**src/rtl/fetch_unit.sv**
```systemverilog
// Instruction fetch stage: owns the PC, issues in-order word reads under a
// credit limit of DEPTH, and buffers PC-tagged words for the decode stage.
// Optional build macro FETCH_PERF_EN adds the fetch_count delivered-word counter.
module fetch_unit #(
  parameter int unsigned      WIDTH    = 32,
  parameter logic [WIDTH-1:0] RESET_PC = '0,
  parameter int unsigned      DEPTH    = 2
) (
  input  logic             clk,
  input  logic             rst,
  output logic             imem_req_valid,
  output logic [WIDTH-1:0] imem_req_addr,
  input  logic             imem_req_ready,
  input  logic             imem_resp_valid,
  input  logic [WIDTH-1:0] imem_resp_data,
  output logic             instr_valid,
  output logic [WIDTH-1:0] instr_data,
  output logic [WIDTH-1:0] instr_pc,
  input  logic             instr_ready,
  input  logic             redirect_valid,
  input  logic [WIDTH-1:0] redirect_pc
`ifdef FETCH_PERF_EN
  ,
  output logic [31:0]      fetch_count
`endif
);

  localparam int unsigned PTR_W = (DEPTH > 1) ? $clog2(DEPTH) : 1;
  localparam int unsigned CNT_W = $clog2(DEPTH + 1);
  localparam int unsigned SUM_W = CNT_W + 1;

  typedef struct packed {
    logic [WIDTH-1:0] data;
    logic [WIDTH-1:0] pc;
  } entry_t;

  logic [WIDTH-1:0] pc_q, pc_d;
  logic             started_q;
  logic [CNT_W-1:0] out_q, out_d;
  logic [CNT_W-1:0] drop_q, drop_d;
  logic [CNT_W-1:0] cnt_q, cnt_d;
  logic [PTR_W-1:0] wr_q, wr_d, rd_q, rd_d;
  logic [PTR_W-1:0] twr_q, twr_d, trd_q, trd_d;
  entry_t           fifo_q [DEPTH];
  logic [WIDTH-1:0] tag_q  [DEPTH];

  logic credit_ok;
  logic req_acc;
  logic resp_fire;
  logic push;
  logic pop;
  logic redirect_lsb_unused;

  // Handshake decode; requests are held off in the redirect cycle
  always_comb begin
    credit_ok      = (SUM_W'(out_q) + SUM_W'(cnt_q)) < SUM_W'(DEPTH);
    imem_req_valid = started_q && credit_ok && !redirect_valid;
    req_acc        = imem_req_valid && imem_req_ready;
    resp_fire      = imem_resp_valid && (out_q != '0);
    push           = resp_fire && (drop_q == '0) && !redirect_valid;
    pop            = instr_valid && instr_ready;
  end

  assign imem_req_addr       = pc_q;
  assign instr_valid         = (cnt_q != '0);
  assign instr_data          = fifo_q[rd_q].data;
  assign instr_pc            = fifo_q[rd_q].pc;
  assign redirect_lsb_unused = ^redirect_pc[1:0];

  // Next-state for PC, credit counters and queue pointers; redirect overrides
  always_comb begin
    pc_d   = pc_q;
    out_d  = out_q;
    drop_d = drop_q;
    cnt_d  = cnt_q;
    wr_d   = wr_q;
    rd_d   = rd_q;
    twr_d  = twr_q;
    trd_d  = trd_q;
    if (req_acc) begin
      pc_d  = pc_q + WIDTH'(4);
      out_d = out_d + CNT_W'(1);
      twr_d = twr_q + PTR_W'(1);
    end
    if (resp_fire) begin
      out_d = out_d - CNT_W'(1);
      trd_d = trd_q + PTR_W'(1);
      if (drop_q != '0) drop_d = drop_q - CNT_W'(1);
    end
    if (push) begin
      cnt_d = cnt_d + CNT_W'(1);
      wr_d  = wr_q + PTR_W'(1);
    end
    if (pop) begin
      cnt_d = cnt_d - CNT_W'(1);
      rd_d  = rd_q + PTR_W'(1);
    end
    if (redirect_valid) begin
      pc_d   = {redirect_pc[WIDTH-1:2], 2'b00};
      drop_d = out_d;
      cnt_d  = '0;
      wr_d   = '0;
      rd_d   = '0;
    end
  end

  // State registers, instruction FIFO storage and in-flight PC tag queue
  always_ff @(posedge clk or negedge rst) begin
    if (!rst) begin
      pc_q      <= RESET_PC;
      started_q <= 1'b0;
      out_q     <= '0;
      drop_q    <= '0;
      cnt_q     <= '0;
      wr_q      <= '0;
      rd_q      <= '0;
      twr_q     <= '0;
      trd_q     <= '0;
      for (int i = 0; i < int'(DEPTH); i++) begin
        fifo_q[i] <= '0;
        tag_q[i]  <= '0;
      end
    end else begin
      pc_q      <= pc_d;
      started_q <= 1'b1;
      out_q     <= out_d;
      drop_q    <= drop_d;
      cnt_q     <= cnt_d;
      wr_q      <= wr_d;
      rd_q      <= rd_d;
      twr_q     <= twr_d;
      trd_q     <= trd_d;
      if (push)    fifo_q[wr_q] <= entry_t'{data: imem_resp_data, pc: tag_q[trd_q]};
      if (req_acc) tag_q[twr_q] <= pc_q;
    end
  end

`ifdef FETCH_PERF_EN
  logic [31:0] perf_q;

  // Count words actually handed to the consumer
  always_ff @(posedge clk or negedge rst) begin
    if (!rst)     perf_q <= '0;
    else if (pop) perf_q <= perf_q + 32'd1;
  end

  assign fetch_count = perf_q;
`endif

`ifndef SYNTHESIS
  // A response with nothing outstanding means the memory broke ordering
  resp_without_req_a: assert property (@(posedge clk) disable iff (!rst)
    imem_resp_valid |-> (out_q != '0));
`endif

endmodule
```
**config.mk**
```make
export PLATFORM = sky130hd
export DESIGN_NAME = fetch_unit
export DESIGN_NICKNAME = d
export VERILOG_FILES = /design/src/rtl/fetch_unit.sv
export SDC_FILE = /design/constraint.sdc
export NUM_CORES = 1
export LEC_CHECK = 0
export BUFFER_PORTS_ARGS = -buffer_cell sky130_fd_sc_hd__buf_2
export CORE_MARGIN = 2
export CORE_UTILIZATION = 56
export DETAILED_ROUTE_END_ITERATION = 6
export GPL_TIMING_DRIVEN = 0
export PLACE_DENSITY = 0.88
export SYNTH_ARGS = -nofsm -noshare
export SYNTH_HDL_FRONTEND = slang
export SYNTH_SLANG_ARGS = --single-unit
```
**constraint.sdc**
```tcl
create_clock -name clk -period 3.2 [get_ports clk]
set_input_delay 0.16 -clock clk [delete_from_list [all_inputs] [get_ports clk]]
set_output_delay 0.16 -clock clk [all_outputs]
set_load 0.05 [all_outputs]
```
==> results of run 1 <==
[critical path, stage by stage, from the launching register on]
cell and delay (ns):
dfrtp_1 0.42, inv_1 0.11, nor2_1 0.16, fa_1 0.48, nor4bb_1 0.30, clkbuf_2 0.28, nand2_1 0.16, nor2_1 0.17
buf_2 0.29, mux2_2 0.38
[worst paths after layout]
kind,endpoint,depth (start not counted)
min in group asynchronous,fifo_q[57]$_DFFE_PN0P_,2
worst max register to register,tag_q[47]$_DFFE_PN0P_,9
max in group asynchronous,fifo_q[93]$_DFFE_PN0P_,4
worst min register to register,tag_q[6]$_DFFE_PN0P_,2
worst min-delay path,cnt_q[1]$_DFF_PN0_,3
worst max-delay path,tag_q[47]$_DFFE_PN0P_,9
[per-layer routing]
layer	share of wire [%]	wire length, µm	up-vias	global-route usage (%)
met2	49	11800	298	41.9
met3	6.3	1540	51	4.09
met1	43	10400	3690	35.5
met4	2.4	586	0	7.41
met5	0	0	-	0
li1	-	-	3439	-
[metrics by stage]
step,worst slack [ns],hold slack (ns),power [mW],utilization [%],cells
final,0.326,0.114,13.2,71.2,1329
after global routing,0.0812,0.0936,13.9,71.2,1329
after CTS,0.157,0.0862,13.3,71.1,1329
after detailed placement,0.221,0.109,10.4,63.2,1226
after global placement,-1.74,0.364,10.2,62.9,1224
after floorplan,0.359,-0.136,9.02,-,834
[layout make-up]
| type | count | area [µm²] |
|---|---|---|
| Clock inverter | 10 | 125 |
| Buffer | 52 | 230 |
| Multi-Input combinational cell | 547 | 4190 |
| Sequential cell | 225 | 5630 |
| Tap cell | 229 | 287 |
| Timing Repair Buffer | 226 | 1500 |
| Fill cell | 1140 | 5130 |
| Clock buffer | 30 | 652 |
| Inverter | 10 | 37.5 |
[state kept, by name, summed over array words and instances (netlist names), 2 cells and up]
signal / count
fifo_q: 124
tag_q: 60
imem_req_addr: 30
cnt_q: 2
drop_q: 2
out_q: 2
[power by group]
| group | switching [mW] | internal [mW] | leakage, nW |
|---|---|---|---|
| clock network | 1.07 | 1.67 | 0.392 |
| logic | 3.86 | 2.09 | 2.67 |
| registers | 0.627 | 3.93 | 2.81 |
[cell families (layout without fill, tap and decap cells)]
group                    count (synthesis)  count (layout)
multiplexers                           216             216
buffers and inverters                   62             328
other                                    2               5
AND/OR/NAND/NOR                        187             187
AO/OA/AOI/OAI                          111             111
flip-flops                             225             225
XOR/XNOR                                23              23
adder cells (fa/ha/maj)                  5               5
[cells in the final DEF (no fill, tap or decap), types with 12 or more instances in the layout]
cell type        n
a21oi_1         64
buf_2          173
clkbuf_1        27
clkbuf_16       23
dfrtp_1        225
dlygate4sd3_1   63
mux2_2         185
mux2i_1         31
nand2_1         43
nand3_1         16
nor2_1          80
o21ai_0         25
xnor2_1         12
[what timing repair did]
item | 4_1_cts | 5_1_grt
hold buffers | 63 | 0
gates resized for setup | 0 | 7
hold endpoints to repair | 150 | 0
setup endpoints to repair | 0 | 63
==> metrics.cfg, run 1 <==
[run_status]
status = finished clean

[logic_synthesis]
netlist_instances = 831
synth_fa_ha_area_share_pct = 0.696
synth_most_common_cell = dfrtp_1
yosysWarnings = 0
muxShareOfSynthArea_pct = 23.8
syn_avg_cell_area_um2 = 12.1
synth-simple-area-share_pct = 8.78
synth_xor_area_share_pct = 2.00
synthTopCellsByArea = dfrtp_1 56%, mux2_2 21%, a21oi_1 3.2%
yosysTopAreaCellShare_pct = 55.9
async_flop_share_pct = 100
synth_top_family_by_area = multiplexers
synth_top_area_cell = dfrtp_1
synth_common_cells = 225 x dfrtp_1, 185 x mux2_2, 81 x nor2_1, 64 x a21oi_1, 43 x nand2_1
synth.distinct_cells = 45
synth_seq_cells = 225
ys_seq_area_share_pct = 55.9
synth_compound_area_share_pct = 6.15
dominantRegCellSynth = dfrtp_1
syn-cell-area_um2 = 10100
synth-edff-count = 0

[timing]
finalSetupViolCount = 0
hold_viol = 0
tightest_slew_ns = 0.805
slew_violations = 0
fin_setup_tns_ns = 0
min_period_over_period_pct = 89.8
fmax_ghz = 0.348
rsz0062_at_grt = false
relSlewSlack_pct = 46.3
skew_ns = 0.0114
period_minus_slack_ns = 2.87

[hold_path]
worstHoldPathType = in2reg
hp-start = instr_ready

[detailed_routing]
wire_per_inst_um = 18.3
drc = 0
drt-initial-drc-count = 416
ant_nets = 0
num_vias = 7478
drtPass1Iterations = 4
via_per_inst = 5.63
wl_mm = 24.3

[cts]
clk-insertion-delay-late_ns = 0.50
cts_max_level = 1
cts_post_setup_buffers_inserted = 0
cts_tree = built
cts_max_path_buffers = 3
cts_buffers = 23
cts.sinks = 225
root_buffer = clkbuf_16
clk_pin_slew_worst_paths_ns = 0.06

[placed_design]
gp_congestion = 0.936
dp_hpwl_mm = 16.1
port_buffers = 161
dpl_cell_area_um2 = 11200

[setup_path]
crit_required_ns = 3.58
end_kind = register
critPathKind = reg2reg
cp_max_fo = 10
crit_start = out_q[0]$_DFF_PN0_
crit_arrival_ns = 3.25
start_kind = register
rrSetupSlack_ns = 0.33
reg2reg_from = out_q[0]$_DFF_PN0_

[grt]
antenna_found_initial = 0
gr-total-overflow = 0
grt_pass1_wl_mm = 40.0
grt_pass1_vias = 7748
grt_max_degree = 87
grt_use_total_pct = 25.5

[final_layout]
syn_to_final_growth_pct = 25.6
num-nets-final = 1160
layout-drive-gt1-share_pct = 37.4
fin_area_um2 = 12700
diodes = 0

[die]
ios = 168
std_cell_rows = 49
core_area_um2 = 17800
die_w_um = 138
start_util_pct = 56.6
die_area_um2 = 19100
die_h_um = 138

[power_and_ir_drop]
leakagePower_nw = 5.87
powerDensity_nw_per_um2 = 1050
vdd_drop_max_mv = 0.831

[run]
maxCapViolations = 0

Note: power is estimated with default switching activity, not from simulation.
==> inputs of run 2 (changes only) <==
--- a/config.mk
+++ b/config.mk
@@ -10,7 +10,7 @@
 export CORE_UTILIZATION = 56
 export DETAILED_ROUTE_END_ITERATION = 6
 export GPL_TIMING_DRIVEN = 0
-export PLACE_DENSITY = 0.88
+export PLACE_DENSITY_LB_ADDON = 0.05
 export SYNTH_ARGS = -nofsm -noshare
 export SYNTH_HDL_FRONTEND = slang
 export SYNTH_SLANG_ARGS = --single-unit
==> run 2 against run 1 <==
Compared with the run above:
- routed wire length decreased by 3.7%
- fmax fell by 2.1%
- count of clock-buffer cells in the layout rose by 5
- cell area rose by 0.33%
- power up 0.34%
- worst setup slack got worse by 0.061 ns
==> metrics.cfg, run 2 (synthesis gave the netlist of run 1 again) <==
[run_status]
status = finished clean

[final_layout]
largest_reg_flops = 124
regMostFlops = fifo_q
num-nets-final = 1160
mostFrequentLayoutCells = 225 x dfrtp_1, 185 x mux2_2, 173 x buf_2
diodes = 0
fin_area_um2 = 12700
syn_to_final_growth_pct = 26.1
final_common_cell = dfrtp_1
fillers = 1319
layout-drive-gt1-share_pct = 37.4

[grt]
met2_usage_pct = 40.7
gr-max-usage-layer = met2
antenna_found_initial = 0
grt_use_total_pct = 24.9
grt_pass1_vias = 7532
gr-total-overflow = 0
grt_pass1_wl_mm = 39.0
grt_max_degree = 123
use_met1_pct = 35.7
use_met3_pct = 3.33

[setup_path]
slowest_delay_ns = 0.48
crit_required_ns = 3.57
critPathKind = reg2reg
cp_cell_sequence = inv_1 > ha_1 > nand3b_1 > nor3b_1 > clkbuf_1 > buf_2 > buf_2 > a21oi_1
crit_arrival_ns = 3.30
slowest_stage = nor3b_1
end_kind = register
critPathMostFrequentCell = buf_2
start_kind = register
cp_max_fo = 10
crit_start = out_q[0]$_DFF_PN0_
reg2reg_from = out_q[0]$_DFF_PN0_

[cts]
cts_max_path_buffers = 3
cts.sinks = 225
cts_max_level = 1
root_buffer = clkbuf_16
cts_tree = built
clk-insertion-delay-late_ns = 0.50
cts_post_setup_buffers_inserted = 0
cts_buffers = 24
clk_pin_slew_worst_paths_ns = 0.06

[die]
die_w_um = 138
start_util_pct = 56.6
std_cell_rows = 49
die_area_um2 = 19100
core_area_um2 = 17800
ios = 168
die_h_um = 138

[placed_design]
port_buffers = 161
dp_hpwl_mm = 15.7
dpl_cell_area_um2 = 11200
gp_congestion = 0.866

[detailed_routing]
ant_nets = 0
wl_mm = 23.4
drt-initial-drc-count = 313
drtPass1Iterations = 4
num_vias = 7251
drc = 0
via_per_inst = 5.44
wire_per_inst_um = 17.6

[timing]
rsz0062_at_grt = false
period_minus_slack_ns = 2.93
relSlewSlack_pct = 47.7
fmax_ghz = 0.341
min_period_over_period_pct = 91.7
skew_ns = 0.0105
tightest_slew_ns = 0.785
finalSetupViolCount = 0
slew_violations = 0
hold_viol = 0

[run]
maxCapViolations = 0

[hold_path]
worstHoldPathType = in2reg
hp-start = instr_ready

[power_and_ir_drop]
powerDensity_nw_per_um2 = 1050
totalPowerFinal_mw = 13.3
vdd_drop_max_mv = 0.918
leakagePower_nw = 5.89

[run 2: cell types whose count changed in the layout (fill, tap and decap cells not counted), sizes merged]
cell / before / now
buf: 187 / 186
bufinv: 3 / 2
clkbuf: 58 / 63
[run 2: worst paths after layout]
kind	slack [ns]	to	depth (start not counted)
max	0.27	fifo_q[23]$_DFFE_PN0P_	8
min	0.07	cnt_q[1]$_DFF_PN0_	3
max reg2reg	0.27	fifo_q[23]$_DFFE_PN0P_	8
min reg2reg	0.48	tag_q[6]$_DFFE_PN0P_	2
max in group asynchronous	1.86	tag_q[25]$_DFFE_PN0P_	3
min in group asynchronous	0.27	fifo_q[111]$_DFFE_PN0P_	2
[run 2: cell type report]
class	count	area [µm²]	area share [%]
Inverter	10	37.5	0.296
Clock buffer	35	753	5.93
Sequential cell	225	5630	44.4
Buffer	52	228	1.79
Multi-Input combinational cell	547	4190	33.0
Timing Repair Buffer	225	1470	11.6
Clock inverter	9	95.1	0.749
Tap cell	229	287	2.26
[run 2: through the flow]
stage               hold slack (ns)  TNS (ns)  worst slack (ns)  instances  utilization (%)
floorplan                    -0.136         0             0.359        834                -
global placement              0.367   -439.88             -1.98       1224             62.9
detailed placement            0.260         0             0.169       1225             63.1
CTS                          0.0547         0             0.140       1332             71.4
global route                 0.0941         0            0.0330       1332             71.4
finish                       0.0701         0             0.265       1332             71.4
[run 2: metal layers]
layer	vias up	routed length, µm
li1	3449	-
met1	3578	11000
met2	192	11000
met3	32	1060
met4	0	403
met5	-	0
[run 2: power by group]
group,internal [mW],switching (mW),total (mW),leakage (nW)
logic,2.08,3.80,5.88,2.65
registers,3.92,0.600,4.52,2.81
clock network,1.79,1.09,2.88,0.430
[run 2: what timing repair did]
action                                  in CTS  in global routing
endpoints found under the hold margin      197                  0
endpoints found under the setup margin       0                 56
resized for setup                            0                  3
hold buffers                                63                  0
[run 2: critical path, delay by kind of cell, from the launching register on]
kind / cells / cell delay (ns)
simple gates: 2 / 0.80
flops: 1 / 0.41
fa+ha+maj: 1 / 0.23
compound gates: 1 / 0.11
buf+inv: 4 / 1.23
